===== src/rtl/clock_time_keeper_if.sv =====
// Tick/load bus between the tick generator side and the clock time keeper.
// The master drives ticks and loads. The slave returns BCD time and status pulses.
interface clock_time_keeper_if;
  logic        one_min;
  logic        load_new_c;
  logic [15:0] new_time;
  logic [15:0] cur_time;
  logic        reset_count;
  logic        day_wrap;
  logic        load_err;

  modport master (
    output one_min, load_new_c, new_time,
    input  cur_time, reset_count, day_wrap, load_err
  );

  modport slave (
    input  one_min, load_new_c, new_time,
    output cur_time, reset_count, day_wrap, load_err
  );
endinterface


===== src/rtl/clock_time_keeper.sv =====
// 24-hour BCD HH:MM keeper. It counts rising edges of one_min and accepts validated loads.
// Every output is registered. On a load it pulses reset_count so the generator realigns.
module clock_time_keeper (
  input  logic                 clk,
  input  logic                 reset,
  clock_time_keeper_if.slave   bus
);
  logic        r_one_min_d;
  logic [15:0] r_cur_time;
  logic        r_reset_count;
  logic        r_day_wrap;
  logic        r_load_err;

  logic        w_tick;
  logic        w_valid;
  logic        w_wrap;
  logic [3:0]  w_ht, w_ho, w_mt, w_mo;
  logic [3:0]  w_nht, w_nho, w_nmt, w_nmo;

  assign w_tick = bus.one_min & ~r_one_min_d;

  assign w_valid = (bus.new_time[15:12] <= 4'd2) &&
                   (bus.new_time[11:8]  <= 4'd9) &&
                   !((bus.new_time[15:12] == 4'd2) && (bus.new_time[11:8] > 4'd3)) &&
                   (bus.new_time[7:4]   <= 4'd5) &&
                   (bus.new_time[3:0]   <= 4'd9);

  assign {w_ht, w_ho, w_mt, w_mo} = r_cur_time;

  // Single-cycle ripple of BCD carries. Only valid states are ever held, so no range guards are needed.
  always_comb begin
    w_nht  = w_ht;
    w_nho  = w_ho;
    w_nmt  = w_mt;
    w_nmo  = w_mo;
    w_wrap = 1'b0;
    if (w_mo != 4'd9) begin
      w_nmo = w_mo + 4'd1;
    end else begin
      w_nmo = 4'd0;
      if (w_mt != 4'd5) begin
        w_nmt = w_mt + 4'd1;
      end else begin
        w_nmt = 4'd0;
        if (w_ht == 4'd2 && w_ho == 4'd3) begin
          w_nht  = 4'd0;
          w_nho  = 4'd0;
          w_wrap = 1'b1;
        end else if (w_ho == 4'd9) begin
          w_nho = 4'd0;
          w_nht = w_ht + 4'd1;
        end else begin
          w_nho = w_ho + 4'd1;
        end
      end
    end
  end

  always_ff @(posedge clk) begin
    if (reset) begin
      r_one_min_d   <= 1'b0;
      r_cur_time    <= 16'h0000;
      r_reset_count <= 1'b0;
      r_day_wrap    <= 1'b0;
      r_load_err    <= 1'b0;
    end else begin
      r_one_min_d   <= bus.one_min;
      r_reset_count <= 1'b0;
      r_day_wrap    <= 1'b0;
      r_load_err    <= 1'b0;
      // A load in the same cycle as a tick discards the tick. The tick is not replayed later.
      if (bus.load_new_c) begin
        if (w_valid) begin
          r_cur_time    <= bus.new_time;
          r_reset_count <= 1'b1;
        end else begin
          r_load_err    <= 1'b1;
        end
      end else if (w_tick) begin
        r_cur_time <= {w_nht, w_nho, w_nmt, w_nmo};
        r_day_wrap <= w_wrap;
      end
    end
  end

  assign bus.cur_time    = r_cur_time;
  assign bus.reset_count = r_reset_count;
  assign bus.day_wrap    = r_day_wrap;
  assign bus.load_err    = r_load_err;
endmodule


===== src/flat_wrapper.sv =====
// flat-port wrapper written by rule: the top's interface ports become plain ports
module clock_time_keeper_flat 
  (clk, reset, bus_one_min, bus_load_new_c, bus_new_time, bus_cur_time, bus_reset_count, bus_day_wrap, bus_load_err);
  clock_time_keeper_if bus_i ();
  input  logic clk;
  input  logic reset;
  input wire logic [$bits(bus_i.one_min)-1:0] bus_one_min;
  input wire logic [$bits(bus_i.load_new_c)-1:0] bus_load_new_c;
  input wire logic [$bits(bus_i.new_time)-1:0] bus_new_time;
  output wire logic [$bits(bus_i.cur_time)-1:0] bus_cur_time;
  output wire logic [$bits(bus_i.reset_count)-1:0] bus_reset_count;
  output wire logic [$bits(bus_i.day_wrap)-1:0] bus_day_wrap;
  output wire logic [$bits(bus_i.load_err)-1:0] bus_load_err;
  assign bus_i.one_min = bus_one_min;
  assign bus_i.load_new_c = bus_load_new_c;
  assign bus_i.new_time = bus_new_time;
  assign bus_cur_time = bus_i.cur_time;
  assign bus_reset_count = bus_i.reset_count;
  assign bus_day_wrap = bus_i.day_wrap;
  assign bus_load_err = bus_i.load_err;
  clock_time_keeper u_core (.clk(clk), .reset(reset), .bus(bus_i));
endmodule

===== config.mk =====
export PLATFORM = sky130hd
export DESIGN_NAME = clock_time_keeper_flat
export DESIGN_NICKNAME = d
export VERILOG_FILES = /design/src/rtl/clock_time_keeper_if.sv /design/src/rtl/clock_time_keeper.sv /design/src/flat_wrapper.sv
export SDC_FILE = /design/constraint.sdc
export NUM_CORES = 1
export LEC_CHECK = 0
export ABC_AREA = 1
export BUFFER_PORTS_ARGS = -buffer_cell sky130_fd_sc_hd__buf_4
export CAP_MARGIN = 20
export CELL_PAD_IN_SITES_DETAIL_PLACEMENT = 0
export CELL_PAD_IN_SITES_GLOBAL_PLACEMENT = 1
export CORE_ASPECT_RATIO = 0.6
export CORE_MARGIN = 2
export CORE_UTILIZATION = 34
export DETAILED_ROUTE_END_ITERATION = 10
export MAX_ROUTING_LAYER = met4
export PLACE_DENSITY = 0.75
export SYNTH_ARGS = -nofsm -noshare
export SYNTH_HDL_FRONTEND = slang
export SYNTH_SLANG_ARGS = --single-unit

===== constraint.sdc =====
create_clock -name clk -period 1.4 [get_ports clk]
set_input_delay 0.14 -clock clk [delete_from_list [all_inputs] [get_ports clk]]
set_output_delay 0.14 -clock clk [all_outputs]
set_load 0.03 [all_outputs]

Word level (Yosys, flattened, before mapping) --
Cells that the tools add are included.
Cells by class: shift-type cells 0, reductions and logical operators 15, equal/unequal tests 9, add/subtract/negate cells 4, divide/modulo/power cells 0, order comparisons 5, multiply operators 0, bitwise operators 4, mux-type cells 17
Operators by type and width (number):
- 16-bit 2-to-1 mux | 3
- 4-bit 2-to-1 mux | 11
- 4-bit by 1-bit adder with 4-bit output (second input constant) | 4
- 4-bit by 2-bit == test with 1-bit output (second input constant) | 3
- 4-bit less-or-equal comparator (second input constant) | 2
- 1-bit logical AND | 6
- 5-bit AND reduction | 1
- 5-bit OR reduction | 1
- 4-bit == test (second input constant) | 1
- 4-bit by 2-bit > comparator with 1-bit output (second input constant) | 1
- 4-bit by 2-bit less-or-equal comparator with 1-bit output (second input constant) | 1
- 4-bit by 3-bit less-or-equal comparator with 1-bit output (second input constant) | 1
- 2-bit != test (second input constant) | 2
- 4-bit by 3-bit != test with 1-bit output (second input constant) | 1
- 4-bit != test (second input constant) | 1
- 4-bit AND reduction | 1
- 1-bit 2-to-1 mux | 3
- 1-bit inverter | 3
- 3-bit AND reduction | 1
- 3-bit nonzero test | 1
- 2-bit by 1-bit != test with 1-bit output (second input constant) | 1
- 2-bit AND reduction | 1
- 2-bit nonzero test | 1
- 2-bit OR reduction | 1
- 2 further kinds | 2
Word-level totals: bits in latches 0, memories kept 0, input bits 20, word-level logic and storage cells 62, memory bits (read-only) 0, output and inout port bits 19, bits in registers 20, memory bits (writable) 0

Logic depth before layout (Yosys ltp) --
depth in word-level cells 8, mapped depth 9, gate-level depth less buffers 9

Worst setup path before layout --
Ideal clock, no wire load.
path kind register to register, start point register u_core.r_cur_time[4], in the netlist u_core.bus.cur_time[4], end point register u_core.r_cur_time[13], in the netlist u_core.bus.cur_time[13], setup time 0.113 ns, required time 1.287 ns, path slack -0.016 ns, clock period less this slack 1.416 ns, stages on the path, launching flop included 9, arrival time 1.303 ns, cell sequence dfxtp_1 -> buf_2 -> nand2_1 -> nor2_1 -> nor2_1 -> inv_2 -> nand3_4 -> nor2_1 -> nor2_1
On the way: word-level cells in the longest chain between the ends 3
RTL lines:
- start: declaration | RTL line clock_time_keeper.sv:9 | logic [15:0] r_cur_time;
- start signal: assignment | RTL line clock_time_keeper.sv:74 | r_cur_time <= bus.new_time;
- start signal: assignment | RTL line clock_time_keeper.sv:80 | r_cur_time <= {w_nht, w_nho, w_nmt, w_nmo};
- 4-bit by 3-bit != test with 1-bit output | RTL line clock_time_keeper.sv:41 | if (w_mt != 4'd5) begin
- 2-bit != test (no source line)
- 5-bit AND reduction (no source line)
No other way between the ends. A chain may end at the register's enable or synchronous reset.

Worst setup path after layout --
start point register u_core.r_cur_time[14], in the netlist u_core.bus.cur_time[14], end point register u_core.r_cur_time[12], in the netlist u_core.bus.cur_time[12]
On the way: word-level cells in the longest chain between the ends 7, elaborated cells on any way between the ends 9, those cells by class eq/ne: 1; mux: 5; reduce/logical: 3
RTL lines:
- 4-bit by 2-bit == test with 1-bit output (*) | RTL line clock_time_keeper.sv:45 | if (w_ht == 4'd2 && w_ho == 4'd3) begin
- 1-bit logical AND (*) | RTL line clock_time_keeper.sv:45
- 4-bit 2-to-1 mux | RTL line clock_time_keeper.sv:45
- 4-bit 2-to-1 mux | RTL line clock_time_keeper.sv:41
- 4-bit 2-to-1 mux | RTL line clock_time_keeper.sv:37 | if (w_mo != 4'd9) begin
- 16-bit 2-to-1 mux | RTL line clock_time_keeper.sv:79 | end else if (w_tick) begin
- 16-bit 2-to-1 mux | RTL line clock_time_keeper.sv:72 | if (bus.load_new_c) begin
Every way passes the cells marked *; elsewhere a longest branch is shown, timed or not. The select of a mux whose other input is x is not followed.

==> impl_metrics.csv <==
group,metric,value,unit
logic_synthesis,yosys.cell_types.count,28,
drt,drtIter0Drc,58,
flow_run,drv_cap,0,
drt,via_per_inst,4.548,
layout,nets,270,
logic_synthesis,yosysSeqAreaShare,31.40,%
min_path,hold_end,"u_core.bus.cur_time[9]",
min_path,hp-class,"in -> reg",
power_and_ir_drop,peakVddDrop,0.3594,mV
worst_setup_path,rr_worst_depth,7,
placement,port_buffers,38,
timing,finalClockSkew,2.674,ps
clock_tree,ctsLongestPathBuffers,2,
floorplanning,start_util,35.05,%
clock_tree,path_clk_slew,80,ps
logic_synthesis,yosysWarnings,0,
placement,place_ws,14.70,ps
layout,drive_gt1_share,32.24,%
worst_setup_path,crit_path_end_kind,"flip-flop",
grt,grt_pass1_wl,5.885,mm
logic_synthesis,async_flop_share,0,%
clock_tree,cts-root-buf,"clkbuf_8",
worst_setup_path,cp-start-kind,"flip-flop",
timing,worstMarginPinSlew,327.5,ps
worst_setup_path,r2r_end,"u_core.bus.cur_time[12]",
logic_synthesis,synth_edf_count,0,
timing,hold_violations,0,
min_path,whs_path_depth,2,
placement,gp_congestion,0.8286,
worst_setup_path,path_class,"reg -> reg",
layout,utilization,48.57,%
drt,firstDrtPassIters,5,
worst_setup_path,r2r_setup_slack,130,ps
placement,placedCellCount,285,
logic_synthesis,synthFlopType,"dfxtp_1",
drt,avgRoutedWirePerCell,12.20,um
timing,rsz0062_at_grt,"false",
clock_tree,clk_latency,260,ps
drt,vias,1328,
min_path,hold_start,"reset",
grt,antenna_found_initial,0,
grt,track_usage,18.19,%
clock_tree,cts.hold.buffers_added,0,
timing,max_freq,785.3,MHz
grt,first_global_vias,1173,
floorplanning,ios,39,
drt,drc_errors,0,
clock_tree,cts_tree,"built",
floorplanning,dieArea,4272,um^2
clock_tree,cts_sinks,20,
logic_synthesis,syn_area,1275,um^2
timing,setup_violations,0,
placement,hpwl,2.815,mm
logic_synthesis,syn_inst,193,
timing,finalCriticalPeriod,1273,ps
drt,finalWirelength,3.563,mm
timing,setup_tns,0,ps
timing,fin_crit_sh,90.96,%
timing,drv_slew,0,
worst_setup_path,required,1600,ps
floorplanning,fp-row-count,17,
floorplanning,coreArea,3637,um^2
logic_synthesis,syn-num-nets,217,
floorplanning,die_h,51.44,um
clock_tree,cts_htree_levels,1,
timing,slew_headroom,78.14,%
grt,grt-ovfl-total,0,
worst_setup_path,crit_fanout,8,
logic_synthesis,syn_area_per_cell,6.606,um^2
timing,setup_ws,126.5,ps
drt,ant_nets,0,
logic_synthesis,ys_seq_elements,20,
layout,diodes,0,
worst_setup_path,r2r-start,"u_core.bus.cur_time[14]",
outcome,status,"completed",
power_and_ir_drop,p_leak,0.8662,nW
power_and_ir_drop,power_density,725.2,nW/um^2
floorplanning,die_x,83.06,um
layout,areaGrowthSynthToFinish,38.57,%
layout,instances_no_fill,292,
worst_setup_path,crit_arrival,1480,ps
clock_tree,numCtsBuffers,3,
grt,grt_max_degree,13,
## how the worst max path moves through the flow
stage | startpoint | endpoint | cells past startpoint
floorplan | u_core.bus.cur_time[12] | u_core.bus.cur_time[12] | 8
global placement | u_core.bus.cur_time[3] | u_core.bus.cur_time[12] | 8
detailed placement | bus_new_time[14] | u_core.bus.cur_time[12] | 10
CTS | u_core.bus.cur_time[3] | u_core.bus.cur_time[12] | 8
global route | u_core.bus.cur_time[14] | u_core.bus.cur_time[12] | 7
finish | u_core.bus.cur_time[14] | u_core.bus.cur_time[12] | 7
## Yosys cell counts (2+ instances only)
| cell | count | area [um^2] |
|---|---|---|
| xnor2_1 | 2 | 17.52 |
| nor2_1 | 32 | 120.1 |
| nand2_1 | 50 | 187.7 |
| nor3_2 | 2 | 20.02 |
| nand3_1 | 10 | 50.05 |
| nand2_2 | 2 | 12.51 |
| dfxtp_1 | 20 | 400.4 |
| o21ai_0 | 15 | 75.07 |
| nand4_1 | 2 | 12.51 |
| a21oi_1 | 8 | 40.04 |
| inv_1 | 19 | 71.32 |
| nand3_2 | 4 | 40.04 |
| buf_6 | 2 | 22.52 |
| buf_2 | 3 | 15.01 |
| xor2_1 | 3 | 26.28 |
| ha_1 | 4 | 50.05 |
| o21ai_1 | 4 | 20.02 |
## sequential cells by signal, summed over array words and instances, names as in the netlist
register and count:
u_core.bus.cur_time 16, u_core.bus.day_wrap 1, u_core.bus.load_err 1, u_core.bus.reset_count 1, u_core.r_one_min_d 1
## per-stage QoR
stage	instance area, um^2	power (mW)	hold slack [ps]
6_report	1767	1.281	73.59
5_1_grt	1767	1.354	61.64
4_1_cts	1730	1.295	69.43
3_5_place_dp	1675	0.8369	355.7
3_3_place_gp	1675	0.8385	350.0
2_1_floorplan	1279	0.7311	202.4
## per-layer routing
layer  vias up  share of wire (%)  global-route usage, %
met1       557                 53                  28.06
met5         -                  0                      -
met2        45                 37                  22.18
li1        722                  -                      -
met3         4                8.4                  5.816
met4         0               0.53                  3.279
## power breakdown
| group | total, mW | internal (mW) | switching [mW] |
|---|---|---|---|
| Clock | 0.458 | 0.251 | 0.207 |
| Combinational | 0.231 | 0.0990 | 0.132 |
| Sequential | 0.592 | 0.581 | 0.0118 |
## cell usage in the layout, fill, tap and decap left out, types with 5 or more instances in the layout
cell type / instances
dfxtp_1: 14
nor2_1: 30
nand2_1: 50
inv_1: 19
o21ai_0: 14
a21oi_1: 8
o21ai_1: 5
nand3_1: 10
buf_4: 53
## worst max-delay path, stage by stage, from the launching register on
cell and delay (ps):
dfxtp_1 380, nor3_2 210, nand3_2 120, nand3_2 140, nand3_4 130, nand2_1 80
nand2_1 50, nor2_1 100
## logic make-up (layout without fill, tap and decap cells)
group / after synthesis / in the layout / synth area share, %
compound gates: 30 / 30 / 12.46
xor+xnor: 5 / 5 / 3.435
mux: 1 / 1 / 0.7851
buf+inv: 26 / 78 / 9.126
fa+ha+maj: 4 / 4 / 3.926
flops: 20 / 20 / 31.40
simple gates: 107 / 107 / 38.86
## final cells by class
class	instances	area (um^2)
well taps	47	58.81
clock buffers	4	55.05
repair buffers	53	397.9
flip-flops and latches	20	412.9
fillers	406	1871
inverters	21	78.83
multi-input cells	147	763.2
## what timing repair did
action                                  in CTS  in global routing
endpoints found under the setup margin       0                  7
setup buffers                                0                  3
resized for setup                            0                  8
Note: power is estimated with default switching activity, not from simulation.
